==> config.mk <==
export PLATFORM = sky130hd
export DESIGN_NAME = q_measure_avg_flat
export DESIGN_NICKNAME = d
export VERILOG_FILES = /design/src/rtl/q_measure_avg_pkg.sv /design/src/rtl/q_measure_avg_if.sv /design/src/rtl/q_measure_avg_accum.sv /design/src/rtl/q_measure_avg.sv /design/src/flat_wrapper.sv
export SDC_FILE = /design/constraint.sdc
export NUM_CORES = 1
export LEC_CHECK = 0
export ABC_AREA = 1
export BUFFER_PORTS_ARGS = -buffer_cell sky130_fd_sc_hd__buf_2
export CAP_MARGIN = 0
export CORE_MARGIN = 2
export CORE_UTILIZATION = 30
export CTS_BUF_LIST = sky130_fd_sc_hd__clkbuf_16
export CTS_CLUSTER_DIAMETER = 200
export DETAILED_ROUTE_END_ITERATION = 7
export HOLD_SLACK_MARGIN = 0.15
export SLEW_MARGIN = 0
export SYNTH_ARGS = -nofsm -noshare
export SYNTH_HDL_FRONTEND = slang
export SYNTH_SLANG_ARGS = --single-unit
==> constraint.sdc <==
create_clock -name clk -period 2.61 [get_ports clk]
set_clock_uncertainty 0.15 [all_clocks]
set_input_delay 0.1305 -clock clk [delete_from_list [all_inputs] [get_ports clk]]
set_output_delay 0.1305 -clock clk [all_outputs]
set_load 0.02 [all_outputs]
==> src/rtl/q_measure_avg_pkg.sv <==
// Shared types and width helpers for the Q measurement averager.
// Optional outlier filter is enabled by defining Q_OUTLIER_REJECT_EN.
package q_meas_pkg;

  localparam int BUS_WIDTH_DEF = 10;

  typedef enum logic [1:0] {
    IDLE,
    SETTLE,
    ACCUM,
    DONE
  } state_t;

  // A zero-sample settle still needs a 1-bit counter to elaborate.
  function automatic int settle_cnt_w(int n);
    return (n < 1) ? 1 : $clog2(n + 1);
  endfunction

  function automatic int avg_cnt_w(int l2);
    return l2 + 1;
  endfunction

endpackage

==> src/rtl/q_measure_avg_if.sv <==
// Sample input, reference tracking and averaged result bundle.
// Feature macro Q_OUTLIER_REJECT_EN does not change this interface.
interface q_meas_if
  import q_meas_pkg::*;
#(
  parameter int BUS_WIDTH = BUS_WIDTH_DEF
);

  logic                 enable;
  logic [BUS_WIDTH-1:0] i_ref_setup;
  logic [BUS_WIDTH-1:0] q_sample;
  logic                 q_sample_valid;
  logic [BUS_WIDTH-1:0] q_measured;
  logic                 ready;

  modport master (
    output enable,
    output i_ref_setup,
    output q_sample,
    output q_sample_valid,
    input  q_measured,
    input  ready
  );

  modport slave (
    input  enable,
    input  i_ref_setup,
    input  q_sample,
    input  q_sample_valid,
    output q_measured,
    output ready
  );

endinterface

==> src/rtl/q_measure_avg_accum.sv <==
// Accumulator and sample counter; with Q_OUTLIER_REJECT_EN defined,
// samples too far from the first accumulated one are dropped.
module q_avg_accum
  import q_meas_pkg::*;
#(
  parameter int BUS_WIDTH     = BUS_WIDTH_DEF,
  parameter int AVG_LOG2      = 2,
  parameter int OUTLIER_DELTA = 20
) (
  input  logic                 clk,
  input  logic                 rst,
  input  logic                 clear,
  input  logic                 sample_en,
  input  logic [BUS_WIDTH-1:0] sample,
  output logic                 last,
  output logic [BUS_WIDTH-1:0] avg
);

  localparam int AW = BUS_WIDTH + AVG_LOG2;
  localparam int CW = avg_cnt_w(AVG_LOG2);
  localparam logic [CW-1:0] CNT_LAST =
    CW'((1 << AVG_LOG2) - 1);

  logic [AW-1:0] acc;
  logic [AW-1:0] sum;
  logic [CW-1:0] cnt;
  logic          take;

  assign sum  = acc + AW'(sample);
  assign avg  = sum[AW-1:AVG_LOG2];
  assign last = take && (cnt == CNT_LAST);

`ifdef Q_OUTLIER_REJECT_EN
  localparam int DW = BUS_WIDTH + 1;
  localparam logic [DW-1:0] DELTA = DW'(OUTLIER_DELTA);

  logic [BUS_WIDTH-1:0] anchor;
  logic [DW-1:0]        sa;
  logic [DW-1:0]        sb;
  logic [DW-1:0]        dist;

  assign sa   = {1'b0, sample};
  assign sb   = {1'b0, anchor};
  assign dist = (sa >= sb) ? (sa - sb) : (sb - sa);
  // The first sample of a sequence is the anchor and always taken.
  assign take = sample_en &&
                ((cnt == '0) || (dist <= DELTA));

  always_ff @(posedge clk or posedge rst) begin
    if (rst) begin
      anchor <= '0;
    end else if (clear) begin
      anchor <= '0;
    end else if (sample_en && (cnt == '0)) begin
      anchor <= sample;
    end
  end
`else
  logic unused_delta;
  assign unused_delta = (OUTLIER_DELTA != 0);
  assign take         = sample_en;
`endif

  always_ff @(posedge clk or posedge rst) begin
    if (rst) begin
      acc <= '0;
      cnt <= '0;
    end else if (clear) begin
      acc <= '0;
      cnt <= '0;
    end else if (take) begin
      acc <= sum;
      cnt <= cnt + 1'b1;
    end
  end

endmodule

==> src/rtl/q_measure_avg.sv <==
// Settle-then-average front end feeding the instability detector.
// Define Q_OUTLIER_REJECT_EN to enable anchor-based outlier rejection.
module q_measure_avg
  import q_meas_pkg::*;
#(
  parameter int BUS_WIDTH      = BUS_WIDTH_DEF,
  parameter int AVG_LOG2       = 2,
  parameter int SETTLE_SAMPLES = 4,
  parameter int OUTLIER_DELTA  = 20
) (
  input logic     clk,
  input logic     rst,
  q_meas_if.slave bus
);

  localparam int SW = settle_cnt_w(SETTLE_SAMPLES);
  localparam logic [SW-1:0] SETTLE_LAST =
    SW'((SETTLE_SAMPLES > 0) ? SETTLE_SAMPLES - 1 : 0);
  localparam state_t START =
    (SETTLE_SAMPLES == 0) ? ACCUM : SETTLE;

  state_t               state;
  state_t               state_nx;
  logic [SW-1:0]        settle_cnt;
  logic [SW-1:0]        settle_nx;
  logic [BUS_WIDTH-1:0] i_ref_last;
  logic [BUS_WIDTH-1:0] q_meas;
  logic [BUS_WIDTH-1:0] q_meas_nx;
  logic [BUS_WIDTH-1:0] avg;
  logic                 rdy;
  logic                 rdy_nx;
  logic                 change;
  logic                 clear;
  logic                 sample_en;
  logic                 last;

  assign change = (state != IDLE) &&
                  (bus.i_ref_setup != i_ref_last);

  // Change-cycle and disabled-cycle samples never reach the sum.
  assign sample_en = bus.enable && !change &&
                     (state == ACCUM) && bus.q_sample_valid;

  assign clear = (state != ACCUM) || change || !bus.enable;

  q_avg_accum #(
    .BUS_WIDTH    (BUS_WIDTH),
    .AVG_LOG2     (AVG_LOG2),
    .OUTLIER_DELTA(OUTLIER_DELTA)
  ) u_accum (
    .clk      (clk),
    .rst      (rst),
    .clear    (clear),
    .sample_en(sample_en),
    .sample   (bus.q_sample),
    .last     (last),
    .avg      (avg)
  );

  always_comb begin
    state_nx  = state;
    settle_nx = settle_cnt;
    rdy_nx    = rdy;
    q_meas_nx = q_meas;
    if (!bus.enable) begin
      state_nx  = IDLE;
      settle_nx = '0;
      rdy_nx    = 1'b0;
    end else if (change) begin
      state_nx  = START;
      settle_nx = '0;
      rdy_nx    = 1'b0;
    end else begin
      unique case (state)
        IDLE: begin
          state_nx  = START;
          settle_nx = '0;
        end
        SETTLE: begin
          if (bus.q_sample_valid) begin
            if (settle_cnt == SETTLE_LAST)
              state_nx = ACCUM;
            else
              settle_nx = settle_cnt + 1'b1;
          end
        end
        ACCUM: begin
          if (last) begin
            state_nx  = DONE;
            rdy_nx    = 1'b1;
            q_meas_nx = avg;
          end
        end
        DONE: begin
          state_nx = DONE;
        end
        default: begin
          state_nx = IDLE;
        end
      endcase
    end
  end

  always_ff @(posedge clk or posedge rst) begin
    if (rst) begin
      state      <= IDLE;
      settle_cnt <= '0;
      rdy        <= 1'b0;
      q_meas     <= '0;
      i_ref_last <= '0;
    end else begin
      state      <= state_nx;
      settle_cnt <= settle_nx;
      rdy        <= rdy_nx;
      q_meas     <= q_meas_nx;
      i_ref_last <= bus.i_ref_setup;
    end
  end

  assign bus.q_measured = q_meas;
  assign bus.ready      = rdy;

endmodule

==> src/flat_wrapper.sv <==
// flat-port wrapper written by rule: the top's interface ports become plain ports
module q_measure_avg_flat import q_meas_pkg::*;
#(
  parameter int BUS_WIDTH      = BUS_WIDTH_DEF,
  parameter int AVG_LOG2       = 2,
  parameter int SETTLE_SAMPLES = 4,
  parameter int OUTLIER_DELTA  = 20
)
  (clk, rst, bus_enable, bus_i_ref_setup, bus_q_sample, bus_q_sample_valid, bus_q_measured, bus_ready);
  q_meas_if #(.BUS_WIDTH(BUS_WIDTH)) bus_i ();
  input logic clk;
  input logic rst;
  input wire logic [$bits(bus_i.enable)-1:0] bus_enable;
  input wire logic [$bits(bus_i.i_ref_setup)-1:0] bus_i_ref_setup;
  input wire logic [$bits(bus_i.q_sample)-1:0] bus_q_sample;
  input wire logic [$bits(bus_i.q_sample_valid)-1:0] bus_q_sample_valid;
  output wire logic [$bits(bus_i.q_measured)-1:0] bus_q_measured;
  output wire logic [$bits(bus_i.ready)-1:0] bus_ready;
  assign bus_i.enable = bus_enable;
  assign bus_i.i_ref_setup = bus_i_ref_setup;
  assign bus_i.q_sample = bus_q_sample;
  assign bus_i.q_sample_valid = bus_q_sample_valid;
  assign bus_q_measured = bus_i.q_measured;
  assign bus_ready = bus_i.ready;
  q_measure_avg #(.BUS_WIDTH(BUS_WIDTH), .AVG_LOG2(AVG_LOG2), .SETTLE_SAMPLES(SETTLE_SAMPLES), .OUTLIER_DELTA(OUTLIER_DELTA)) u_core (.clk(clk), .rst(rst), .bus(bus_i));
endmodule
* Yosys cells after proc, flatten, opt, wreduce, memory -nomap -nowiden
Cells that the tools add are included.
** Storage, ports and cells
- Register bits after elaboration :: 41
** Cells by class
- $add $sub $neg :: 3
- Equality and inequality tests :: 14
- Reduce and logical (&&, ||, !) cells :: 16
- Bitwise operators :: 1
- Mux-type cells :: 19
** Operator list (count)
- 12-bit 2-to-1 mux :: 2
- 3-bit 2-to-1 mux :: 6
- 12-bit by 10-bit adder with 12-bit output :: 1
- 2-bit 2-to-1 mux :: 5
- 10-bit inequality test :: 1
- 4-bit by 2-bit inequality test with 1-bit output, second input constant :: 2
- 4-bit by 3-bit inequality test with 1-bit output, second input constant :: 2
- 2-bit one-hot mux with 4 select lines :: 1
- 3-bit by 1-bit adder with 3-bit output, second input constant :: 2
- 3-bit by 2-bit equality test with 1-bit output, second input constant :: 2
- 3-bit by 1-bit inequality test with 1-bit output, second input constant :: 2
- 3-bit one-hot mux with 2 select lines :: 1
- 3-bit AND reduction :: 2
- 1-bit logical AND :: 5
- 2-bit equality test, second input constant :: 2
- 1-bit 2-to-1 mux :: 4
- 4-bit by 1-bit inequality test with 1-bit output, second input constant :: 1
- 4-bit AND reduction :: 1
- 2-bit nonzero test :: 2
- 2-bit by 1-bit equality test with 1-bit output, second input constant :: 1
- 1-bit logical NOT :: 2
- 2-bit logical NOT :: 1
- 1-bit logical OR :: 2
- 2-bit inequality test, second input constant :: 1
- 2 further kinds :: 2

* Logic depth before layout (Yosys ltp)
Gate-level depths: netlist of the first run.
- Depth in word-level cells :: 11
- Mapped depth :: 13
- Mapped depth without buffers :: 13

* Cells and area by module
From an unflattened synthesis of the first run, not the netlist that was laid out.
** Unflattened totals
- Cell total of the unflattened synthesis :: 360
- Area total of the unflattened synthesis :: 2622.5 µm²
** By module, submodules not included
- q_measure_avg :: area each 1356.3 µm², instances 1, cells each 179, seq. area each 650.6 µm²
- q_avg_accum :: area each 1266.2 µm², instances 1, cells each 181, seq. area each 375.4 µm²

* Worst setup path after synthesis of the first run
Ideal clock, no wire load.
- Kind :: register -> register
- Start point :: register u_core.u_accum.acc[0]
- End point :: register u_core.q_meas[6], in the netlist u_core.bus.q_measured[6]
- Cell stages (with the launch flop) :: 10
- Required time :: 2343 ps
- Setup time :: 117 ps
- Clock period less this slack :: 1831 ps
- Setup slack :: 779 ps
- Path buffers :: 0
- Data arrival time :: 1564 ps
- Cells stage by stage :: dfrtp_1 ha_1 fa_1 nand3_1 nand2_1 nand2_1 o211ai_1 xor2_1 nand3_1 nand2_1
** On the way
- Longest elaborated chain between the ends :: 1
** RTL lines
- from (decl) :: RTL line q_measure_avg_accum.sv:24 : logic [AW-1:0] acc;
- from (signal assigned) :: RTL line q_measure_avg_accum.sv:72 : acc <= sum;
- 12-bit by 10-bit adder with 12-bit output :: RTL line q_measure_avg_accum.sv:29 : assign sum = acc + AW'(sample);
- to (signal assigned) :: RTL line q_measure_avg.sv:115 : q_meas <= q_meas_nx;
- to (decl) :: RTL line q_measure_avg.sv:27 : logic [BUS_WIDTH-1:0] q_meas;
No other way between the ends.
A chain may end at the register's enable or synchronous reset.

* Worst setup path in the final report of the first run
- Start point :: input bus_i_ref_setup[7]
- End point :: register u_core.u_accum.cnt[2]
** On the way
- Longest elaborated chain between the ends :: 7
** RTL lines
- from (decl) :: RTL line flat_wrapper.sv:14 : input wire logic [$bits(bus_i.i_ref_setup)-1:0] bus_i_ref_setup;
- 10-bit inequality test (*) :: RTL line q_measure_avg.sv:38 : (bus.i_ref_setup != i_ref_last);
- 1-bit logical AND (*) :: RTL line q_measure_avg.sv:37 : assign change = (state != IDLE) &&
- 1-bit logical NOT :: RTL line q_measure_avg.sv:41 : assign sample_en = bus.enable && !change &&
- 1-bit logical AND (2 in a row) :: RTL line q_measure_avg.sv:41
- 1-bit logical AND :: RTL line q_measure_avg.sv:42 : (state == ACCUM) && bus.q_sample_valid;
- 2-bit nonzero test (no source line)
- to (signal assigned) :: RTL line q_measure_avg_accum.sv:73 : cnt <= cnt + 1'b1;
- to (decl) :: RTL line q_measure_avg_accum.sv:26 : logic [CW-1:0] cnt;
Mark *: on every way between the ends. The rest lies on a longest branch, timed or not.

==> results of run 1 <==
-- cell usage after synthesis --
| master | n |
|---|---|
| buf_4 | 3 |
| buf_6 | 1 |
| nor2_4 | 2 |
| nand4_4 | 1 |
| xnor2_1 | 7 |
| nor2_1 | 11 |
| dfrtp_1 | 41 |
| a22oi_1 | 1 |
| nand2_2 | 2 |
| o211ai_1 | 1 |
| nand4_1 | 2 |
| o21ai_1 | 2 |
| nand2_1 | 105 |
| fa_1 | 1 |
| nor2_2 | 1 |
| nor2_8 | 1 |
| inv_1 | 37 |
| o21bai_1 | 1 |
| ha_1 | 14 |
| nand3_1 | 36 |
| clkbuf_1 | 2 |
| o21ai_0 | 7 |
| or2_0 | 1 |
| xor2_1 | 6 |
| a21oi_1 | 7 |
| o21a_1 | 1 |
-- per-stage QoR --
stage                     total power, W  utilization, %  hold slack (ns)  cells
after floorplan                 0.000728               -           0.0119    294
after global placement          0.000767            34.2           0.0148    426
after detailed placement        0.000768            34.2           0.0208    426
after CTS                        0.00149            38.3            0.214    449
after global routing             0.00152            38.3            0.279    449
final                            0.00147            38.3            0.223    449
-- cells by family (layout without fill, tap and decap cells) --
kind of cell	after synthesis	in the layout	synth area share, %
AO/OA/AOI/OAI	20	20	4.70
buffers and inverters	43	96	7.69
AND/OR/NAND/NOR	162	162	30.6
flip-flops	41	41	43.8
adder cells (fa/ha/maj)	15	15	8.33
XOR/XNOR	13	13	4.86
-- repair_timing --
action                                  4_1_cts  5_1_grt
buffers inserted                              0        0
endpoints found under the setup margin        0        0
hold buffers                                 15        0
endpoints found under the hold margin        26        0
-- power breakdown --
group | switching, W | internal, W
Clock | 0.000249 | 0.000445
Sequential | 0.00000442 | 0.000646
Combinational | 0.0000696 | 0.0000526
Total | 0.000323 | 0.00114
-- worst register-to-register path, cell delays in order, from the launching register on --
cell and delay (ns):
dfrtp_1 0.37, xnor2_1 0.16, nand3_1 0.10, nor2_2 0.18, nand4_4 0.17, inv_1 0.40
nand2_1 0.14, o21ai_0 0.22
-- sequential cells by signal (all words and copies together), names as in the netlist --
register and flops:
u_core.u_accum.acc 12, u_core.bus.q_measured 10, u_core.i_ref_last 10, u_core.settle_cnt 3, u_core.u_accum.cnt 3, u_core.state 2, u_core.bus.ready 1
-- routing by layer --
| metal | up-vias | share of wire (%) | track usage (%) |
|---|---|---|---|
| met5 | - | 0 | 0 |
| met4 | 0 | 1.5 | 4.10 |
| met3 | 6 | 4.1 | 3.50 |
| met2 | 38 | 47 | 22.9 |
| met1 | 900 | 47 | 15.6 |
| li1 | 1031 | - | - |
-- cell type report --
type,instances,area share [%]
Tap cell,102,4.36
Clock inverter,3,1.28
Multi-Input combinational cell,210,38.8
Timing Repair Buffer,51,11.5
Inverter,37,4.75
Clock buffer,5,4.28
Sequential cell,41,35.1
-- worst max-delay path by stage --
stage | to | cells after the start | from | slack (ns)
finish | u_core.u_accum.cnt[2] | 9 | bus_i_ref_setup[7] | 0.50
global route | u_core.u_accum.cnt[2] | 9 | bus_i_ref_setup[9] | 0.26
CTS | u_core.u_accum.cnt[2] | 11 | bus_i_ref_setup[2] | 0.46
global placement | u_core.bus.q_measured[6] | 9 | u_core.u_accum.acc[0] | 0.71
detailed placement | u_core.u_accum.cnt[2] | 7 | u_core.i_ref_last[7] | 0.59
floorplan | u_core.bus.q_measured[6] | 9 | u_core.u_accum.acc[0] | 0.78
==> reports/metrics.csv, run 1 <==
stage,metric,value,unit
outcome,status,completed,
synthesis,Area contributors post-synth,"dfrtp_1 44%, nand2_1 17%, nand3_1 7.7%",
global_routing,vias in the first global route,1942,
placement,Port Buffers,34,
clocking,post-CTS resize count,0,
hold_path,Hold EP,u_core.u_accum.acc[4],
critical_path,crit path max fanout,13,
floorplanning,Die Y,92.4,um
critical_path,startpoint types,input pin,
route,Routed wire per std cell,11.5,um
sta,final worst slack,0.496,ns
synthesis,Yosys reg bits,41,
placement,pre-CTS setup slack,0.591,ns
pwr,Lkg Pwr,1.66,nW
critical_path,CP cell instances,"dlygate4sd3_1, buf_2, xnor2_1, nand3_1, nor2_2, nand4_4, inv_1, nand2_1, o21ai_0",
route,Remaining DRCs,0,
run,Max-Cap Viols,0,
route,WL final,5180,um
critical_path,worst r2r src,u_core.i_ref_last[7],
critical_path,Critical Path RT,2.65,ns
floorplanning,# rows,32,
route,via count,1975,
global_routing,Overall Global Routing Usage,13.1,%
floorplanning,IO Count,35,
sta,pin slew with the least headroom to its limit,0.638,ns
global_routing,largest net degree at the start of global routing,31,
route,average vias per placed instance,4.40,
clocking,CTS sink count,41,
global_routing,global-route wire length before repair,8800,um
critical_path,R2R Setup Slk,0.61,ns
floorplanning,Core Footprint,7650,sq um
clocking,Clock Pin Slew Worst Setup and Hold Paths,0.06,ns
critical_path,"slowest stage delay, CP",0.53,ns
sta,Setup-failing EPs final,0,
finish,FF+latch area,1030,sq um
placement,Final GP Congestion,0.833,
sta,relative slew slack,57.4,%
finish,P&R area growth vs syn,24.9,%
finish,share of cells above drive strength 1,14.1,%
finish,fill cell count,780,
route,Routed Antenna Nets,0,
hold_path,hold wc startpoint,bus_q_sample[4],
route,drt initial violations,55,
critical_path,Worst path top cell family by delay,buffers and inverters,
finish,Total Nets Final,385,
critical_path,WP data arrival,2.15,ns
critical_path,CP max stage cell,dlygate4sd3_1,
floorplanning,Chip Width,92.4,um
synthesis,syn nets,333,
clocking,CTS tree,yes,
pwr,maximum VDD drop,0.225,mV
placement,area post-placement,2610,sq um
synthesis,syn avg cell area,7.97,sq um
sta,Max Transition Viols Final,0,
synthesis,synth unique cells,26,
clocking,Clock Latency Late Sink,0.29,ns
finish,"most common cell after layout, fill and taps aside",nand2_1,
critical_path,worst reg2reg path depth,7,
synthesis,Yosys top cell area share,43.8,%
synthesis,Post-Syn Area,2340,sq um
critical_path,Critical R2R Capture,u_core.u_accum.cnt[2],
pwr,PwrDens,501,nW/um^2
clocking,htree depth,2,
hold_path,Hold Path Depth,5,
sta,final worst path period need,2.11,ns
finish,Finished Cell Area,2930,sq um
placement,HPWL Detailed,3780,um
global_routing,initial antenna violation count,0,
sta,fmax,473,MHz
critical_path,WP buf/inv,3,
finish,footprint of the multi-input gates,1140,sq um
hold_path,Min-Delay Path Class,in -> reg,
synthesis,sequential share of the synthesized area,43.8,%
sta,RSZ-0062 raised after global routing,no,
synthesis,post-synth top area cell,dfrtp_1,
clocking,CTS max path bufs,2,
critical_path,crit end category,flip-flop,
sta,Tcrit/Tclk final,81.0,%
sta,final hold vios,0,
clocking,root buf cell,clkbuf_16,
synthesis,Synth warnings,0,
floorplanning,Initial Util,30.6,%
critical_path,CP Class,in -> reg,
sta,Setup TNS,0,ns
finish,# diodes,0,
route,drt pass-1 iters,4,
clocking,total CTS buffers,5,
floorplanning,Die ar.,8530,sq um
global_routing,Overflow after GRT,0,
finish,most frequent cells in the layout,"105 x nand2_1, 41 x dfrtp_1, 38 x inv_1, 36 x nand3_1, 34 x buf_2",
synthesis,Syn Inst Count,294,
Note: power is estimated with default switching activity, not from simulation.
==> run 2, diff against run 1 <==
Clock period 2.61 ns to 2.2 ns, I/O delays scaled along.
==> reports/metrics.csv, run 2 (same netlist as run 1, synthesis figures left out) <==
stage,metric,value,unit
outcome,status,completed,
critical_path,"slowest stage delay, CP",0.53,ns
placement,HPWL Detailed,3840,um
sta,pin slew with the least headroom to its limit,0.535,ns
sta,Setup-failing EPs final,0,
route,Remaining DRCs,0,
critical_path,most frequent CP cell,nand2_1,
critical_path,crit path max fanout,4,
floorplanning,# rows,32,
floorplanning,Chip Width,92.4,um
finish,max reg flops,12,
critical_path,worst r2r src,u_core.u_accum.acc[0],
clocking,CTS max path bufs,2,
global_routing,global-route wire length before repair,8980,um
pwr,maximum VDD drop,0.247,mV
critical_path,Critical R2R Capture,u_core.bus.q_measured[6],
hold_path,Hold EP,u_core.u_accum.acc[4],
critical_path,CP max stage cell,dlygate4sd3_1,
critical_path,CP Class,in -> reg,
placement,post-placement cell count,428,
global_routing,Overflow after GRT,0,
placement,Final GP Congestion,0.832,
sta,relative slew slack,64.3,%
finish,Finished Layout Cells,450,
hold_path,Hold Path Depth,5,
critical_path,Critical Path RT,2.28,ns
critical_path,CP cell instances,"dlygate4sd3_1, buf_2, ha_1, fa_2, nand3_1, nand2_1, nand2_1, o211ai_1, xor2_1, nand3_1, nand2_1",
clocking,Clock Latency Late Sink,0.29,ns
finish,FF+latch area,1030,sq um
sta,Tcrit/Tclk final,92.6,%
finish,fill cell count,764,
finish,P&R area growth vs syn,25.6,%
critical_path,startpoint types,input pin,
route,drt pass-1 iters,4,
run,Max-Cap Viols,0,
hold_path,Min-Delay Path Class,in -> reg,
finish,Util after Layout,38.5,%
sta,Setup TNS,0,ns
route,drt initial violations,71,
critical_path,R2R Setup Slk,0.26,ns
finish,footprint of the multi-input gates,1140,sq um
global_routing,largest net degree at the start of global routing,42,
route,Routed wire per std cell,11.9,um
sta,Max Transition Viols Final,0,
clocking,htree depth,2,
pwr,PwrDens,595,nW/um^2
hold_path,hold wc startpoint,bus_q_sample[4],
clocking,Clock Pin Slew Worst Setup and Hold Paths,0.06,ns
finish,Total Nets Final,387,
floorplanning,Core Footprint,7650,sq um
route,via count,1996,
finish,"most common cell after layout, fill and taps aside",nand2_1,
finish,# diodes,0,
pwr,final total power,0.00175,W
finish,most frequent cells in the layout,"105 x nand2_1, 41 x dfrtp_1, 37 x inv_1, 36 x nand3_1, 34 x buf_2",
clocking,total CTS buffers,5,
sta,hold_ws,0.207,ns
critical_path,worst reg2reg path depth,9,
global_routing,initial antenna violation count,0,
floorplanning,Initial Util,30.6,%
sta,final worst path period need,2.04,ns
critical_path,crit end category,flip-flop,
clocking,CTS sink count,41,
clocking,CTS tree,yes,
critical_path,WP data arrival,2.11,ns
sta,RSZ-0062 raised after global routing,no,
route,average vias per placed instance,4.44,
finish,share of cells above drive strength 1,15.2,%
finish,Reg with most FFs,u_core.u_accum.acc,
floorplanning,Die Y,92.4,um
clocking,root buf cell,clkbuf_16,
floorplanning,Die ar.,8530,sq um
sta,fmax,491,MHz
sta,final hold vios,0,
pwr,Lkg Pwr,1.67,nW
floorplanning,IO Count,35,
global_routing,vias in the first global route,2052,
placement,Port Buffers,34,
route,Routed Antenna Nets,0,
clocking,Post-CTS Setup Inserts,0,
route,WL final,5340,um
global_routing,Overall Global Routing Usage,13.4,%
run 2: cell types whose count changed in the layout (fill, tap and decap cells not counted):
cell      change
buf_4         +2
clkinv_1      -1
inv_1         -1
clkinv_2      +1
fa_2          +1
fa_1          -1
run 2: worst max-delay path, delay by kind of cell:
kind / cells / cell delay (ns)
compound gates: 1 / 0.10
xor+xnor: 1 / 0.23
simple gates: 5 / 0.42
buf+inv: 2 / 0.65
fa+ha+maj: 2 / 0.61
run 2: worst max-delay path by stage:
stage	from	to	slack [ns]	cells past startpoint
after global routing	bus_i_ref_setup[0]	u_core.bus.q_measured[1]	0.02	12
after detailed placement	u_core.u_accum.acc[0]	u_core.bus.q_measured[6]	0.25	9
after CTS	bus_q_sample[0]	u_core.bus.q_measured[6]	0.12	11
final	bus_q_sample[0]	u_core.bus.q_measured[6]	0.16	11
after floorplan	u_core.u_accum.acc[0]	u_core.bus.q_measured[6]	0.37	9
after global placement	u_core.u_accum.acc[0]	u_core.bus.q_measured[6]	0.29	9
run 2: what timing repair did:
action | CTS | global route
gates resized for setup | 0 | 1
setup endpoints to repair | 0 | 1
endpoints found under the hold margin | 56 | 0
hold buffers | 15 | 0
run 2: layout make-up:
type / instances / share of cell area (%)
sequential: 41 / 34.9
timing repair buffer: 53 / 11.9
clock inverter: 2 / 1.19
multi-input combinational: 210 / 38.7
clock buffer: 5 / 4.25
inverter: 37 / 4.72
tap: 102 / 4.34
run 2: power breakdown:
group	total [W]	internal [W]	switching, W
registers	0.000771	0.000766	0.00000560
clock network	0.000829	0.000527	0.000302
logic	0.000149	0.0000638	0.0000851
total	0.00175	0.00136	0.000393
run 2: metal layers:
layer  track usage [%]  vias to the layer above  part of all wire, %
met2              23.1                       41                   47
li1                  -                     1037                    -
met3              3.82                        9                  4.6
met4              5.35                        0                  1.8
met5                 0                        -                    0
met1              15.7                      909                   47
run 2: stage by stage:
stage	setup slack, ns	area [sq um]
floorplan	0.369	2340
global placement	0.291	2630
detailed placement	0.247	2630
CTS	0.118	2940
global route	0.0226	2940
finish	0.163	2940
==> run 3, diff against run 2 <==
Settings changed: SETUP_SLACK_MARGIN set to 0.2.
==> reports/metrics.csv, run 3 (same netlist as run 1, synthesis figures left out) <==
stage,metric,value,unit
outcome,status,completed,
pwr,PwrDens,539,nW/um^2
placement,Port Buffers,34,
placement,post-placement cell count,428,
clocking,CTS sink count,41,
pwr,Lkg Pwr,1.84,nW
finish,most frequent cells in the layout,"99 x nand2_1, 41 x dfrtp_1, 37 x inv_1, 32 x buf_2, 30 x nand3_1",
floorplanning,IO Count,35,
critical_path,crit path max fanout,3,
finish,fill cell count,719,
sta,Setup TNS,0,ns
sta,Max Transition Viols Final,0,
placement,pre-CTS setup slack,0.247,ns
critical_path,"slowest stage delay, CP",0.41,ns
finish,P&R area growth vs syn,40.8,%
route,drt initial violations,84,
finish,share of cells above drive strength 1,24.5,%
floorplanning,Initial Util,30.6,%
floorplanning,Chip Width,92.4,um
floorplanning,Die Y,92.4,um
critical_path,startpoint types,flip-flop,
route,average vias per placed instance,4.58,
route,Routed Antenna Nets,0,
placement,HPWL Detailed,3840,um
critical_path,Critical Path RT,2.27,ns
global_routing,initial antenna violation count,0,
global_routing,Overall Global Routing Usage,13.3,%
route,Remaining DRCs,0,
clocking,Clock Latency Late Sink,0.29,ns
clocking,htree depth,2,
critical_path,CP cell instances,"ha_4, fa_2, buf_4, nand3_1, nand3_2, xor2_1, nand3_1, nand2_1",
finish,# diodes,0,
critical_path,most frequent CP cell,nand3_1,
sta,relative slew slack,51.4,%
clocking,total CTS buffers,5,
critical_path,crit end category,flip-flop,
sta,fmax,507,MHz
finish,FF+latch area,1030,sq um
sta,RSZ-0062 raised after global routing,yes,
clocking,Clock Pin Slew Worst Setup and Hold Paths,0.06,ns
global_routing,vias in the first global route,2026,
floorplanning,Die ar.,8530,sq um
global_routing,global-route wire length before repair,8910,um
finish,Reg with most FFs,u_core.u_accum.acc,
hold_path,Min-Delay Path Class,in -> reg,
finish,Finished Layout Cells,470,
sta,Setup-failing EPs final,0,
clocking,CTS max path bufs,2,
floorplanning,# rows,32,
clocking,root buf cell,clkbuf_16,
run,Max-Cap Viols,0,
critical_path,CP Class,reg -> reg,
sta,hold_ws,0.160,ns
finish,"most common cell after layout, fill and taps aside",nand2_1,
critical_path,WP data arrival,2.05,ns
critical_path,Setup crit start,u_core.u_accum.acc[0],
critical_path,CP max stage cell,dfrtp_1,
route,Routed wire per std cell,12.9,um
pwr,maximum VDD drop,0.251,mV
sta,final worst slack,0.227,ns
route,WL final,6050,um
pwr,final total power,0.00178,W
finish,Total Nets Final,407,
sta,pin slew with the least headroom to its limit,0.728,ns
finish,max reg flops,12,
placement,Final GP Congestion,0.832,
floorplanning,Core Footprint,7650,sq um
sta,Tcrit/Tclk final,89.7,%
sta,final worst path period need,1.97,ns
route,drt pass-1 iters,4,
route,via count,2151,
clocking,CTS tree,yes,
critical_path,worst r2r src,u_core.u_accum.acc[0],
global_routing,largest net degree at the start of global routing,42,
global_routing,Overflow after GRT,0,
finish,footprint of the multi-input gates,1290,sq um
sta,final hold vios,0,
hold_path,hold wc startpoint,bus_q_sample[4],
==> run 3: cell types whose count changed in the layout (fill, tap and decap cells not counted), moves of 2 or more <==
cell,before,now
buf_4,4,14
nand2_1,105,99
nand3_1,36,30
nand3_2,0,6
ha_1,14,9
nand2_2,2,7
buf_6,0,4
dlymetal6s4s_1,0,4
ha_4,0,4
buf_2,34,32
nor2_1,11,9
nor2_4,2,4
==> run 3: worst paths after layout <==
path                                            endpoint  slack, ns  depth (start not counted)
min in group asynchronous           u_core.i_ref_last[3]       0.35                          4
worst min-delay path               u_core.u_accum.acc[4]       0.16                          5
worst max-delay path            u_core.bus.q_measured[8]       0.23                          8
max in group asynchronous       u_core.bus.q_measured[7]       1.17                          4
worst max register to register  u_core.bus.q_measured[8]       0.23                          8
worst min register to register  u_core.bus.q_measured[2]       0.32                          2
==> run 3: critical path: cells and delay by family, from the launching register on <==
kind,cells,cell delay [ns]
xor gates and xnor gates,1,0.22
adders and majority gates,2,0.59
buffers and inverters,1,0.15
DFF,1,0.41
and+or+nand+nor,4,0.39
==> run 3: timing repair <==
item	in CTS	in global routing
endpoints found under the setup margin	0	22
setup buffers	0	13
resized for setup	0	39
hold buffers	15	4
hold endpoints to repair	56	4
==> run 3: per-stage QoR <==
stage / instance area, sq um / util (%)
3_3_place_gp: 2630 / 34.4
2_1_floorplan: 2340 / -
3_5_place_dp: 2630 / 34.4
4_1_cts: 2940 / 38.4
6_report: 3300 / 43.1
5_1_grt: 3300 / 43.1
==> run 3: cell type report <==
| type | count | area share [%] |
|---|---|---|
| Multi-Input combinational cell | 212 | 39.2 |
| Sequential cell | 41 | 31.1 |
| Timing Repair Buffer | 71 | 16.7 |
| Inverter | 37 | 4.21 |
| Tap cell | 102 | 3.87 |
| Clock buffer | 5 | 3.80 |
| Clock inverter | 2 | 1.06 |
==> run 3: per-layer routing <==
metal	up-vias	global-route usage (%)	part of all wire (%)
met5	-	0	0
met4	0	5.35	1.4
met3	8	3.82	4.1
met2	39	22.8	50
met1	1024	15.6	45
li1	1080	-	-
==> run 3: power breakdown <==
part / total [W] / switching, W / internal, W
Clock: 0.000828 / 0.000301 / 0.000527
Combinational: 0.000177 / 0.0000967 / 0.0000802
Sequential: 0.000772 / 0.00000656 / 0.000766
Total: 0.00178 / 0.000405 / 0.00137
